File: src/rtl/uart_rx_unit_if.sv
// Receive-side bundle from the UART receiver to the debugger control FSM.
// master: receiver drives byte, done/frame-error strobes and busy; slave: consumer.
interface uart_rx_unit_if #(
    parameter int DBIT = 8
);
    logic [DBIT-1:0] o_rx_data;
    logic            os_rx_done;
    logic            os_frame_err;
    logic            o_busy;

    modport master (
        output o_rx_data,
        output os_rx_done,
        output os_frame_err,
        output o_busy
    );

    modport slave (
        input o_rx_data,
        input os_rx_done,
        input os_frame_err,
        input o_busy
    );
endinterface

File: src/rtl/uart_rx_unit.sv
// 8N1 UART receiver with 16x oversampling tick generator and framing check.
// Ports: clk, rst (async active-low), i_rx (serial line), rx_if (byte + strobes + busy).
module uart_rx_unit #(
    parameter int CLK_HZ  = 50_000_000,
    parameter int BAUD    = 9600,
    parameter int DBIT    = 8,
    parameter int SB_TICK = 16
) (
    input  logic             clk,
    input  logic             rst,
    input  logic             i_rx,
    uart_rx_unit_if.master   rx_if
);

    localparam int TICK_DIV = CLK_HZ / (16 * BAUD);
    localparam int CW = (TICK_DIV > 1) ? $clog2(TICK_DIV) : 1;
    localparam int NW = (DBIT > 1) ? $clog2(DBIT) : 1;

    typedef enum logic [2:0] {
        IDLE,
        START,
        DATA,
        STOP,
        BRK
    } state_t;

    state_t          state_q, state_d;
    logic [1:0]      sync_q;
    logic [CW-1:0]   cnt_q, cnt_d;
    logic [3:0]      s_q, s_d;
    logic [NW-1:0]   n_q, n_d;
    logic [DBIT-1:0] sh_q, sh_d;
    logic [DBIT-1:0] data_q, data_d;
    logic            done_q, done_d;
    logic            ferr_q, ferr_d;
    logic            busy_q, busy_d;
    logic            rx_s;
    logic            tick;

    assign rx_s = sync_q[1];
    assign tick = (cnt_q == CW'(TICK_DIV - 1));

    // Counter parked at 0 while idle so the tick phase starts at the edge.
    assign cnt_d = (state_q == IDLE || tick) ? '0 : cnt_q + 1'b1;

    always_ff @(posedge clk or negedge rst) begin
        if (!rst) begin
            state_q <= IDLE;
            sync_q  <= 2'b11;
            cnt_q   <= '0;
            s_q     <= '0;
            n_q     <= '0;
            sh_q    <= '0;
            data_q  <= '0;
            done_q  <= 1'b0;
            ferr_q  <= 1'b0;
            busy_q  <= 1'b0;
        end else begin
            state_q <= state_d;
            sync_q  <= {sync_q[0], i_rx};
            cnt_q   <= cnt_d;
            s_q     <= s_d;
            n_q     <= n_d;
            sh_q    <= sh_d;
            data_q  <= data_d;
            done_q  <= done_d;
            ferr_q  <= ferr_d;
            busy_q  <= busy_d;
        end
    end

    always_comb begin
        state_d = state_q;
        s_d     = s_q;
        n_d     = n_q;
        sh_d    = sh_q;
        data_d  = data_q;
        done_d  = 1'b0;
        ferr_d  = 1'b0;
        unique case (state_q)
            IDLE: begin
                if (!rx_s) begin
                    state_d = START;
                    s_d     = '0;
                end
            end
            START: begin
                if (tick) begin
                    if (s_q == 4'd7) begin
                        if (!rx_s) begin
                            state_d = DATA;
                            s_d     = '0;
                            n_d     = '0;
                        end else begin
                            state_d = IDLE;
                        end
                    end else begin
                        s_d = s_q + 4'd1;
                    end
                end
            end
            DATA: begin
                if (tick) begin
                    if (s_q == 4'd15) begin
                        s_d  = '0;
                        sh_d = {rx_s, sh_q[DBIT-1:1]};
                        if (n_q == NW'(DBIT - 1)) begin
                            state_d = STOP;
                        end else begin
                            n_d = n_q + 1'b1;
                        end
                    end else begin
                        s_d = s_q + 4'd1;
                    end
                end
            end
            STOP: begin
                if (tick) begin
                    if (s_q == 4'(SB_TICK - 1)) begin
                        if (rx_s) begin
                            data_d  = sh_q;
                            done_d  = 1'b1;
                            state_d = IDLE;
                        end else begin
                            ferr_d  = 1'b1;
                            state_d = BRK;
                        end
                    end else begin
                        s_d = s_q + 4'd1;
                    end
                end
            end
            BRK: begin
                // Only a returning high line re-arms start detection.
                if (rx_s) begin
                    state_d = IDLE;
                end
            end
            default: begin
                state_d = IDLE;
            end
        endcase
    end

    assign busy_d = (state_d != IDLE);

    assign rx_if.o_rx_data    = data_q;
    assign rx_if.os_rx_done   = done_q;
    assign rx_if.os_frame_err = ferr_q;
    assign rx_if.o_busy       = busy_q;

endmodule

File: src/flat_wrapper.sv
// flat-port wrapper written by rule: the top's interface ports become plain ports
module uart_rx_unit_flat 
#(
    parameter int CLK_HZ  = 50_000_000,
    parameter int BAUD    = 9600,
    parameter int DBIT    = 8,
    parameter int SB_TICK = 16
)
  (clk, rst, i_rx, rx_if_o_rx_data, rx_if_os_rx_done, rx_if_os_frame_err, rx_if_o_busy);
  uart_rx_unit_if #(.DBIT(DBIT)) rx_if_i ();
  input  logic clk;
  input  logic rst;
  input  logic i_rx;
  output wire logic [$bits(rx_if_i.o_rx_data)-1:0] rx_if_o_rx_data;
  output wire logic [$bits(rx_if_i.os_rx_done)-1:0] rx_if_os_rx_done;
  output wire logic [$bits(rx_if_i.os_frame_err)-1:0] rx_if_os_frame_err;
  output wire logic [$bits(rx_if_i.o_busy)-1:0] rx_if_o_busy;
  assign rx_if_o_rx_data = rx_if_i.o_rx_data;
  assign rx_if_os_rx_done = rx_if_i.os_rx_done;
  assign rx_if_os_frame_err = rx_if_i.os_frame_err;
  assign rx_if_o_busy = rx_if_i.o_busy;
  uart_rx_unit #(.CLK_HZ(CLK_HZ), .BAUD(BAUD), .DBIT(DBIT), .SB_TICK(SB_TICK)) u_core (.clk(clk), .rst(rst), .i_rx(i_rx), .rx_if(rx_if_i));
endmodule
File: config.mk
export PLATFORM = sky130hd
export DESIGN_NAME = uart_rx_unit_flat
export DESIGN_NICKNAME = d
export VERILOG_FILES = /design/src/rtl/uart_rx_unit_if.sv /design/src/rtl/uart_rx_unit.sv /design/src/flat_wrapper.sv
export SDC_FILE = /design/constraint.sdc
export NUM_CORES = 1
export LEC_CHECK = 0
export CAP_MARGIN = 5
export CORE_MARGIN = 2
export CORE_UTILIZATION = 40
export CTS_CLUSTER_DIAMETER = 40
export DETAILED_ROUTE_END_ITERATION = 6
export HOLD_SLACK_MARGIN = 0.06
export SKIP_LAST_GASP = 1
export SYNTH_ARGS = -nofsm -noshare
export SYNTH_HDL_FRONTEND = slang
export SYNTH_SLANG_ARGS = --single-unit
File: constraint.sdc
create_clock -name clk -period 2.61 [get_ports clk]
set_input_delay 0.261 -clock clk [delete_from_list [all_inputs] [get_ports clk]]
set_output_delay 0.261 -clock clk [all_outputs]
set_load 0.01 [all_outputs]
Word-level counts from Yosys, hierarchy flattened:

Index checks and enable logic that the tools add are counted.

* register bits: 40
* output and inout bits: 11
* word-level logic and storage cells: 74

* add/subtract/negate cells: 3
* equality and inequality tests: 16
* muxes and demuxes: 36
* reduce and logical (&&, ||, !) cells: 9

Operators with widths (number)
* two-way mux 3 bit: 16
* two-way mux 4 bit: 7
* one-hot mux 4 bit (4 select lines): 1
* one-hot mux 3 bit (5 select lines): 1
* inequality test 2 x 1 -> 1 bit, second input constant: 5
* adder 9 x 1 -> 9 bit, second input constant: 1
* == test 9 bit, second input constant: 1
* two-way mux 9 bit: 1
* two-way mux 1 bit: 8
* AND reduction 7 bit: 1
* == test 3 x 2 -> 1 bit, second input constant: 2
* == test 3 bit, second input constant: 2
* inequality test 2 bit, second input constant: 3
* one-hot mux 3 bit (2 select lines): 1
* AND reduction 5 bit: 1
* adder 4 x 1 -> 4 bit, second input constant: 1
* == test 4 x 3 -> 1 bit, second input constant: 1
* == test 4 bit, second input constant: 1
* AND reduction 4 bit: 1
* nonzero test 4 bit: 1
* adder 3 x 1 -> 3 bit, second input constant: 1
* == test 3 x 1 -> 1 bit, second input constant: 1
* zero test 3 bit: 1
* AND reduction 3 bit: 1
* 4 further kinds: 4

Depth between registers and ports, before layout:

Gate-level depths: netlist of the first run.

* depth in word-level cells: 6
* gate-level depth with buffers: 8
* depth with buffers taken out: 6

Worst setup path after synthesis of the first run:

No wires, ideal clock.

* path kind: register to register
* from: register u_core.cnt_q[0]
* to: register u_core.data_q[0] (netlist: u_core.rx_if.o_rx_data[0])
* setup time: 0.125 ns
* arrival time: 1.788 ns
* required time: 2.485 ns
* path slack: 0.697 ns
* stages on the path, launching flop included: 9
* buffers on the path: 2
* cells stage by stage: dfrtp_1 inv_1 ha_1 and4b_1 clkbuf_1 and3_1 and3_1 buf_4 mux2_2

* word-level cells in the longest chain between the ends: 2

RTL lines
* from (decl): RTL line uart_rx_unit.sv:29 `logic [CW-1:0] cnt_q, cnt_d;`
* from (signal assigned): RTL line uart_rx_unit.sv:61 `cnt_q <= cnt_d;`
* == test 9 bit: RTL line uart_rx_unit.sv:41 `assign tick = (cnt_q == CW'(TICK_DIV - 1));`
* AND reduction 4 bit (no line)
* to (signal assigned): RTL line uart_rx_unit.sv:65 `data_q <= data_d;`
* to (decl): RTL line uart_rx_unit.sv:33 `logic [DBIT-1:0] data_q, data_d;`

Every way passes these cells.
A chain may end at the register's enable or synchronous reset.

Final worst setup path of the first run:

Ends and elaborated chain as after synthesis.

==> results of run 1 <==
[worst max-delay path, delay by kind of cell (launching register included)]
family,cells,cell delay (ps)
and+or+nand+nor,3,970
DFF,1,440
muxes,1,380
adders and majority gates,1,150
buffers and inverters,1,80
[worst paths after layout]
path / cells past startpoint / from / end / slack [ps]
max in group asynchronous: 1 / rst / u_core.rx_if.o_rx_data[1] / 1970
setup / recovery: 6 / u_core.cnt_q[0] / u_core.rx_if.o_rx_data[0] / 470
hold reg to reg: 0 / u_core.sync_q[0] / u_core.sync_q[1] / 360
min in group clk: 0 / u_core.sync_q[0] / u_core.sync_q[1] / 360
setup reg to reg: 6 / u_core.cnt_q[0] / u_core.rx_if.o_rx_data[0] / 470
hold / removal: 1 / rst / u_core.rx_if.o_busy / 90
[metal layers]
layer,track usage,wire length (um),up-vias
met2,0.202,1620,19
li1,-,-,595
met5,0,0,-
met3,0.0331,110,4
met4,0.0700,29,0
met1,0.188,1620,630
[power groups by stage]
stage / Clock [mW] / Combinational [mW] / Sequential (mW)
after floorplan: 0 / 0.00291 / 0.635
after global placement: 0 / 0.0154 / 0.637
after detailed placement: 0 / 0.0160 / 0.637
after CTS: 0.615 / 0.0162 / 0.625
after global routing: 0.640 / 0.0177 / 0.625
final: 0.593 / 0.0149 / 0.625
[registers in the layout (all words and copies together), names as in the netlist]
| signal | count |
|---|---|
| u_core.state_q | 3 |
| u_core.sync_q | 2 |
| u_core.cnt_q | 9 |
| u_core.s_q | 4 |
| u_core.n_q | 3 |
| u_core.rx_if.o_rx_data | 8 |
| u_core.rx_if.os_frame_err | 1 |
| u_core.sh_q | 8 |
| u_core.rx_if.os_rx_done | 1 |
| u_core.rx_if.o_busy | 1 |
[cell usage after synthesis, types with 2 or more instances]
cell type  instances  share of area
and3_1             6          0.020
and4_1             2         0.0091
clkbuf_1           4         0.0078
dfrtp_1           38           0.50
dfstp_2            2          0.027
ha_1               5          0.033
inv_1              6          0.012
mux2_2            16          0.094
mux2i_1            3          0.016
nand2_1            8          0.016
nand3_1            5          0.013
nand4_1            4          0.013
nand4b_1           2         0.0091
nor2_1            14          0.027
nor2b_1            2         0.0065
nor3b_1            2         0.0078
or2_2              2         0.0065
xor2_1             6          0.027
[logic make-up after synthesis]
family	Yosys count	share of synthesized area
compound gates	16	0.0712
xor+xnor	7	0.0320
fa+ha+maj	5	0.0327
buf+inv	12	0.0261
flops	40	0.524
mux	21	0.129
simple gates	56	0.185
[layout make-up]
class                           count  share of cell area
Clock buffer                        6              0.0327
Clock inverter                      2              0.0270
Inverter                            6              0.0101
Tap cell                           54              0.0304
Multi-Input combinational cell    105               0.388
Timing Repair Buffer               14              0.0597
Sequential cell                    40               0.452
[metrics by stage]
step	cells	power, mW
finish	227	1.23
global route	227	1.28
CTS	227	1.26
detailed placement	219	0.653
global placement	219	0.652
floorplan	157	0.638
==> results.cfg, run 1 <==
[grt]
grt_pass1_wl_um = 5600
grt_pass1_vias = 1156
grt_usage = 0.137
grt-ovfl-total = 0
grt_max_degree = 41
antenna_found_initial = 0

[logic_synthesis]
syn_inst = 157
ys_types = 48
yosys_warnings = 0
seq_area_frac_synth = 0.524
ys_seq_elements = 40
netlist_area_um2 = 1920
synth_nets = 165
syn_avg_cell_area_um2 = 12.2
synthFlopType = dfrtp_1
synth_enable_flop_cells = 0
synthArstFlopShare = 1.00

[route]
drt_wl_total_um = 3380
remaining_drc_errors = 0
ant_nets = 0
dr.first_iter.drc_count = 110
routed_via_density = 5.50
wl_per_cell_um = 14.9
first_pass_iters = 5
vias = 1248

[clock_network]
cts_setup_buffers = 0
cts_tree = done
clk_path_buf_depth = 2
cts-htree-levels = 2
holdBufCountCts = 0
clock_latency_ps = 290
cts_resized = 0
cts.sinks = 40
cts_made_buffers = 5
cts_root_buffer = clkbuf_8
path_clk_slew_ps = 80

[place]
pre_cts_ws_ps = 479
gp_congestion = 0.873
dp_hpwl_um = 2370
place_area_um2 = 2090
numPortBuffers = 13

[worst_setup_path]
critPathKind = flop to flop
arrival_ps = 2310
crit_fanout = 9
path_common_cell = and3_1
crit_required_ps = 2780
slowest_delay_ps = 440
crit_chain = inv_1 > ha_1 > and4b_1 > and3_1 > and3_1 > mux2_2
slowest_stage = dfrtp_1
setup.worst_path.end_class = flop
cp-start-kind = flop

[final_layout]
finish.instance_area_um2 = 2220
diodes = 0
area_growth_pct = 15.9
layout_common_cells = dfrtp_1 (38), mux2_2 (16), nor2_1 (14), clkdlybuf4s50_1 (12), nand2_1 (8)
finalNetCount = 180
drive_gt1_frac = 0.214
seqCellArea_um2 = 1000
fillers = 414
mostFrequentLayoutCell = dfrtp_1
multiInputGateArea_um2 = 862
post-route-util = 0.477

[timing]
finalHoldViolations = 0
period_share = 0.819
min_period_ps = 2140
fin_setup_tns_ps = 0
finalClockSkew_ps = 8.97
rsz0062_at_grt = no
tightest_slew_ps = 1130
worst_slack_ps = 473
report.final.slew_viol_count = 0
finalSetupViolCount = 0
fmax_mhz = 468
fin_hold_ws_ps = 86.6
maxSlewHeadroom = 0.245

[floorplanning]
die_h_um = 73.2
io_pins = 14
fp-row-count = 25
coreArea_um2 = 4660
die_x_um = 73.2
start_util = 0.411
die_area_um2 = 5360

[power_and_ir_drop]
power.density_nw_per_um2 = 555
clkPwrFrac = 0.481
p_int_mw = 1.01
p_leak_nw = 1.01
pwr-share-comb = 0.012
sw_frac_of_total = 0.183
max-vdd-ir-drop_v = 0.000302
pwr-share-seq = 0.507
p_switching_uw = 225

[flow_run]
drv_cap = 0

[run_status]
status = finished clean

[min_path]
min_path_type = input port to asynchronous set/reset pin
Power figures use the tool's default switching activity.
==> run 2: changes to the inputs <==
Clock period 2.61 ns to 1.85 ns, I/O delays scaled along.
==> run 2 against run 1 <==
  * The run now ends with negative setup slack left
  * Worst hold slack gained 200 ps
  * Sequential share of layout area shrank 4.7 points
  * Highest routed layer unchanged
  * Largest power group unchanged
  * First-iteration DRC count shrank 11%
  * Largest cell class unchanged
  * Critical path type unchanged
==> results.cfg, run 2 (same netlist as run 1, synthesis figures left out) <==
[flow_run]
drv_cap = 0

[worst_setup_path]
arrival_ps = 2040
crit_required_ps = 2040
slowest_delay_ps = 560
crit_chain = or4b_4 > o31ai_4 > nand4b_4 > mux2_4
critPathKind = flop to flop
slowest_stage = or4b_4
crit_fanout = 3
cp-start-kind = flop
setup.worst_path.end_class = flop

[clock_network]
clk_path_buf_depth = 2
cts_made_buffers = 5
cts_tree = done
path_clk_slew_ps = 80
clock_latency_ps = 300
cts.sinks = 40
cts-htree-levels = 2
cts_root_buffer = clkbuf_8

[place]
dp_hpwl_um = 2690
gp_congestion = 0.784
numPortBuffers = 13

[final_layout]
finalNetCount = 209
area_growth_pct = 29.5
regMostFlops = u_core.cnt_q
fillers = 386
diodes = 0
drive_gt1_frac = 0.351
post-route-util = 0.532
layout_common_cells = dfrtp_1 (38), buf_4 (26), nor2_1 (14), mux2_2 (13), clkdlybuf4s50_1 (12)
largest_reg_flops = 9
mostFrequentLayoutCell = dfrtp_1

[power_and_ir_drop]
p_leak_nw = 1.15
pwr-share-seq = 0.538
pwr-share-comb = 0.017
sw_frac_of_total = 0.211
max-vdd-ir-drop_v = 0.000382
total_power_mw = 1.64
power.density_nw_per_um2 = 661
p_int_mw = 1.29
clkPwrFrac = 0.445
p_switching_uw = 346

[timing]
rsz0062_at_grt = yes
report.final.slew_viol_count = 0
tightest_slew_ps = 507
period_share = 1.00
fmax_mhz = 540
min_period_ps = 1850
worst_slack_ps = -3.20
maxSlewHeadroom = 0.662
finalClockSkew_ps = 3.59
finalSetupViolCount = 1
finalHoldViolations = 0

[floorplanning]
die_area_um2 = 5360
start_util = 0.411
die_x_um = 73.2
fp-row-count = 25
die_h_um = 73.2
io_pins = 14
coreArea_um2 = 4660

[route]
ant_nets = 0
drt_wl_total_um = 3900
first_pass_iters = 4
dr.first_iter.drc_count = 98
routed_via_density = 5.39
wl_per_cell_um = 15.2
remaining_drc_errors = 0
vias = 1379

[grt]
antenna_found_initial = 0
grt_max_degree = 23
grt_usage = 0.160
grt_pass1_wl_um = 6430
grt-ovfl-total = 0
grt_pass1_vias = 1415

[min_path]
min_path_type = input port to flop

[run_status]
violations = negative setup slack
status = finished, violations left
-- run 2: cell types whose count changed in the layout (fill, tap and decap cells not counted), sizes merged --
cell,before,now
buf,2,30
clkinv,0,2
bufinv,2,1
clkbuf,6,5
dlygate4sd3,0,1
-- run 2: layout make-up --
cell class / count / area (um2) / area share
clock buffer: 5 / 68.8 / 0.0277
tap: 54 / 67.6 / 0.0272
sequential: 40 / 1000 / 0.404
timing repair buffer: 43 / 373 / 0.150
inverter: 6 / 22.5 / 0.00908
multi-input combinational: 105 / 898 / 0.362
clock inverter: 3 / 47.5 / 0.0192
-- run 2: path summary, 6_finish.rpt --
kind	startpoint	to	slack [ps]	depth (start not counted)
worst max register to register	u_core.cnt_q[3]	u_core.s_q[0]	-3	4
max in group asynchronous	rst	u_core.rx_if.o_rx_data[3]	980	3
worst min register to register	u_core.sync_q[0]	u_core.sync_q[1]	360	0
worst max-delay path	u_core.cnt_q[3]	u_core.s_q[0]	-3	4
min in group asynchronous	rst	u_core.s_q[0]	390	2
worst min-delay path	i_rx	u_core.sync_q[0]	290	1
-- run 2: layer usage --
metal / part of all wire / track usage / routed length (um)
met2: 0.51 / 0.255 / 1990
met3: 0.030 / 0.0470 / 118
met1: 0.44 / 0.199 / 1720
met4: 0.017 / 0.0741 / 65
met5: 0 / 0 / 0
-- run 2: timing repair --
action / CTS / global route
resized for setup: 1 / 11
endpoints found under the hold margin: 19 / 0
setup buffers: 0 / 5
hold buffers: 1 / 0
pin swaps: 1 / 3
gates cloned: 0 / 1
setup endpoints to repair: 1 / 12
-- run 2: power groups by stage --
stage          Combinational (mW)  Sequential, mW  Clock [mW]
3_3_place_gp               0.0270           0.899           0
6_report                   0.0278           0.881       0.730
3_5_place_dp               0.0278           0.899           0
2_1_floorplan             0.00411           0.895           0
4_1_cts                    0.0298           0.881       0.759
5_1_grt                    0.0329           0.882       0.787
-- run 2: metrics by stage --
| stage | setup WS [ps] | area (um2) | setup TNS, ps | hold WS (ps) | cells |
|---|---|---|---|---|---|
| finish | -3.20 | 2480 | -3.20 | 288 | 256 |
| global route | -63.9 | 2480 | -239 | 286 | 256 |
| CTS | 20.7 | 2400 | 0 | 278 | 250 |
| detailed placement | -10.6 | 2270 | -10.6 | 184 | 241 |
| global placement | 42.5 | 2270 | 0 | 170 | 241 |
| floorplan | 8.10 | 1920 | 0 | -111 | 157 |
-- run 2: worst max-delay path, delay by kind of cell (launching register included) --
kind            cells  cell delay, ps
simple gates        2             710
flops               1             400
compound gates      1             350
mux                 1             280
==> run 3: changes to the inputs <==
Settings changed: CORE_UTILIZATION 40 to 45, PLACE_DENSITY set to 0.66.
==> run 3 against run 2 <==
  * The flow now finishes without violations
  * Design area down 3.0%
  * Utilization up 6.1 points
  * Clock-buffer cell count up 1
  * Via count down 4.2%
  * Clock power down 23%
  * Final cell count down 3.9%
  * Maximum frequency up 2.9%
  * Critical path type unchanged
  * Critical endpoint is now u_core.rx_if.o_rx_data[0]
  * Largest cell class unchanged
==> results.cfg, run 3 (same netlist as run 1, synthesis figures left out) <==
[route]
dr.first_iter.drc_count = 45
first_pass_iters = 4
vias = 1321
wl_per_cell_um = 14.7
routed_via_density = 5.37
ant_nets = 0
remaining_drc_errors = 0
drt_wl_total_um = 3620

[place]
dp_hpwl_um = 2520
gp_congestion = 0.840
place_area_um2 = 2230
numPortBuffers = 13
placedCellCount = 234
pre_cts_ws_ps = -3.39

[power_and_ir_drop]
p_int_mw = 1.15
max-vdd-ir-drop_v = 0.000299
total_power_mw = 1.47
p_leak_nw = 1.11
pwr-share-seq = 0.601
p_switching_uw = 319
power.density_nw_per_um2 = 610
sw_frac_of_total = 0.218
pwr-share-comb = 0.017
clkPwrFrac = 0.383

[grt]
grt_pass1_vias = 1293
antenna_found_initial = 0
grt-busiest-layer = met2
grt_max_degree = 41
gr-usage-met2 = 0.255
grt-ovfl-total = 0
gr-usage-met1 = 0.213
grt_usage = 0.162
use_met3 = 0.0436
grt_pass1_wl_um = 6240

[min_path]
min_path_type = input port to flop
whs_path_depth = 1

[timing]
maxSlewHeadroom = 0.665
fmax_mhz = 555
finalClockSkew_ps = 10.5
worst_slack_ps = 48.6
finalSetupViolCount = 0
rsz0062_at_grt = yes
period_share = 0.974
min_period_ps = 1800
report.final.slew_viol_count = 0
finalHoldViolations = 0
tightest_slew_ps = 502

[clock_network]
clock_latency_ps = 290
cts-htree-levels = 2
cts_made_buffers = 5
clk_path_buf_depth = 2
cts.sinks = 40
path_clk_slew_ps = 80
cts_tree = done
cts_root_buffer = clkbuf_8

[final_layout]
diodes = 0
regMostFlops = u_core.cnt_q
final_cells = 246
finish.instance_area_um2 = 2410
largest_reg_flops = 9
mostFrequentLayoutCell = dfrtp_1
finalNetCount = 203
area_growth_pct = 25.6
fillers = 319
drive_gt1_frac = 0.321
layout_common_cells = dfrtp_1 (38), buf_4 (21), nor2_1 (14), clkdlybuf4s50_1 (12), mux2_4 (9)

[floorplanning]
die_h_um = 69.2
io_pins = 14
die_x_um = 69.2
fp-row-count = 23
start_util = 0.472
die_area_um2 = 4790
coreArea_um2 = 4060

[worst_setup_path]
crit_required_ps = 2030
r2r_slack_ps = 50
crit_fanout = 5
r2r_cells = 7
cp-start-kind = flop
critPathKind = flop to flop
arrival_ps = 1980
setup.worst_path.end_class = flop

[run_status]
status = finished clean

[flow_run]
drv_cap = 0
run 3: cell types whose count changed in the layout (fill, tap and decap cells not counted), sizes merged:
cell and delta:
bufinv -1, clkinvlp +1, clkinv -1, clkbuf +1, buf -6
run 3: final timing paths:
kind / startpoint / endpoint
max in group asynchronous: rst / u_core.sync_q[0]
min in group asynchronous: rst / u_core.s_q[3]
hold reg to reg: u_core.sync_q[0] / u_core.sync_q[1]
setup reg to reg: u_core.cnt_q[0] / u_core.rx_if.o_rx_data[0]
setup / recovery: u_core.cnt_q[0] / u_core.rx_if.o_rx_data[0]
hold / removal: i_rx / u_core.sync_q[0]
run 3: through the flow:
stage	TNS (ps)	hold slack (ps)	utilization
6_report	0	307	0.593
5_1_grt	-95.3	297	0.593
4_1_cts	0	297	0.573
3_5_place_dp	-3.39	274	0.549
3_3_place_gp	0	263	0.549
2_1_floorplan	0	-111	-
run 3: cell type report:
type	count	area [um2]	share of cell area
Tap cell	50	62.6	0.0260
Sequential cell	40	1000	0.417
Clock inverter	2	12.5	0.00520
Timing Repair Buffer	37	315	0.131
Inverter	6	22.5	0.00936
Multi-Input combinational cell	105	917	0.381
Clock buffer	6	72.6	0.0302
run 3: critical path, stage by stage (launching register included):
cell     delay (ps)
dfrtp_1         400
inv_1            70
ha_2            170
and4b_1         220
and3_4          190
and3_4          200
buf_6           130
mux2_4          300
run 3: metal layers:
layer  share of wire  up-vias
met2            0.48       18
li1                -      638
met1            0.48      660
met3           0.029        5
met5               0        -
met4           0.014        0
run 3: power by group through the flow:
stage	Clock [mW]	Combinational, mW	Sequential, mW
global route	0.613	0.0289	0.882
detailed placement	0	0.0243	0.898
floorplan	0	0.00411	0.895
CTS	0.579	0.0259	0.881
global placement	0	0.0233	0.898
finish	0.562	0.0242	0.881
run 3: repair_timing:
item                                    in CTS  in global routing
endpoints found under the hold margin       38                  0
hold buffers                                 1                  0
cloned                                       0                  1
endpoints found under the setup margin       5                 10
resized for setup                            1                 15
pin swaps                                    1                  1
setup buffers                                0                  2
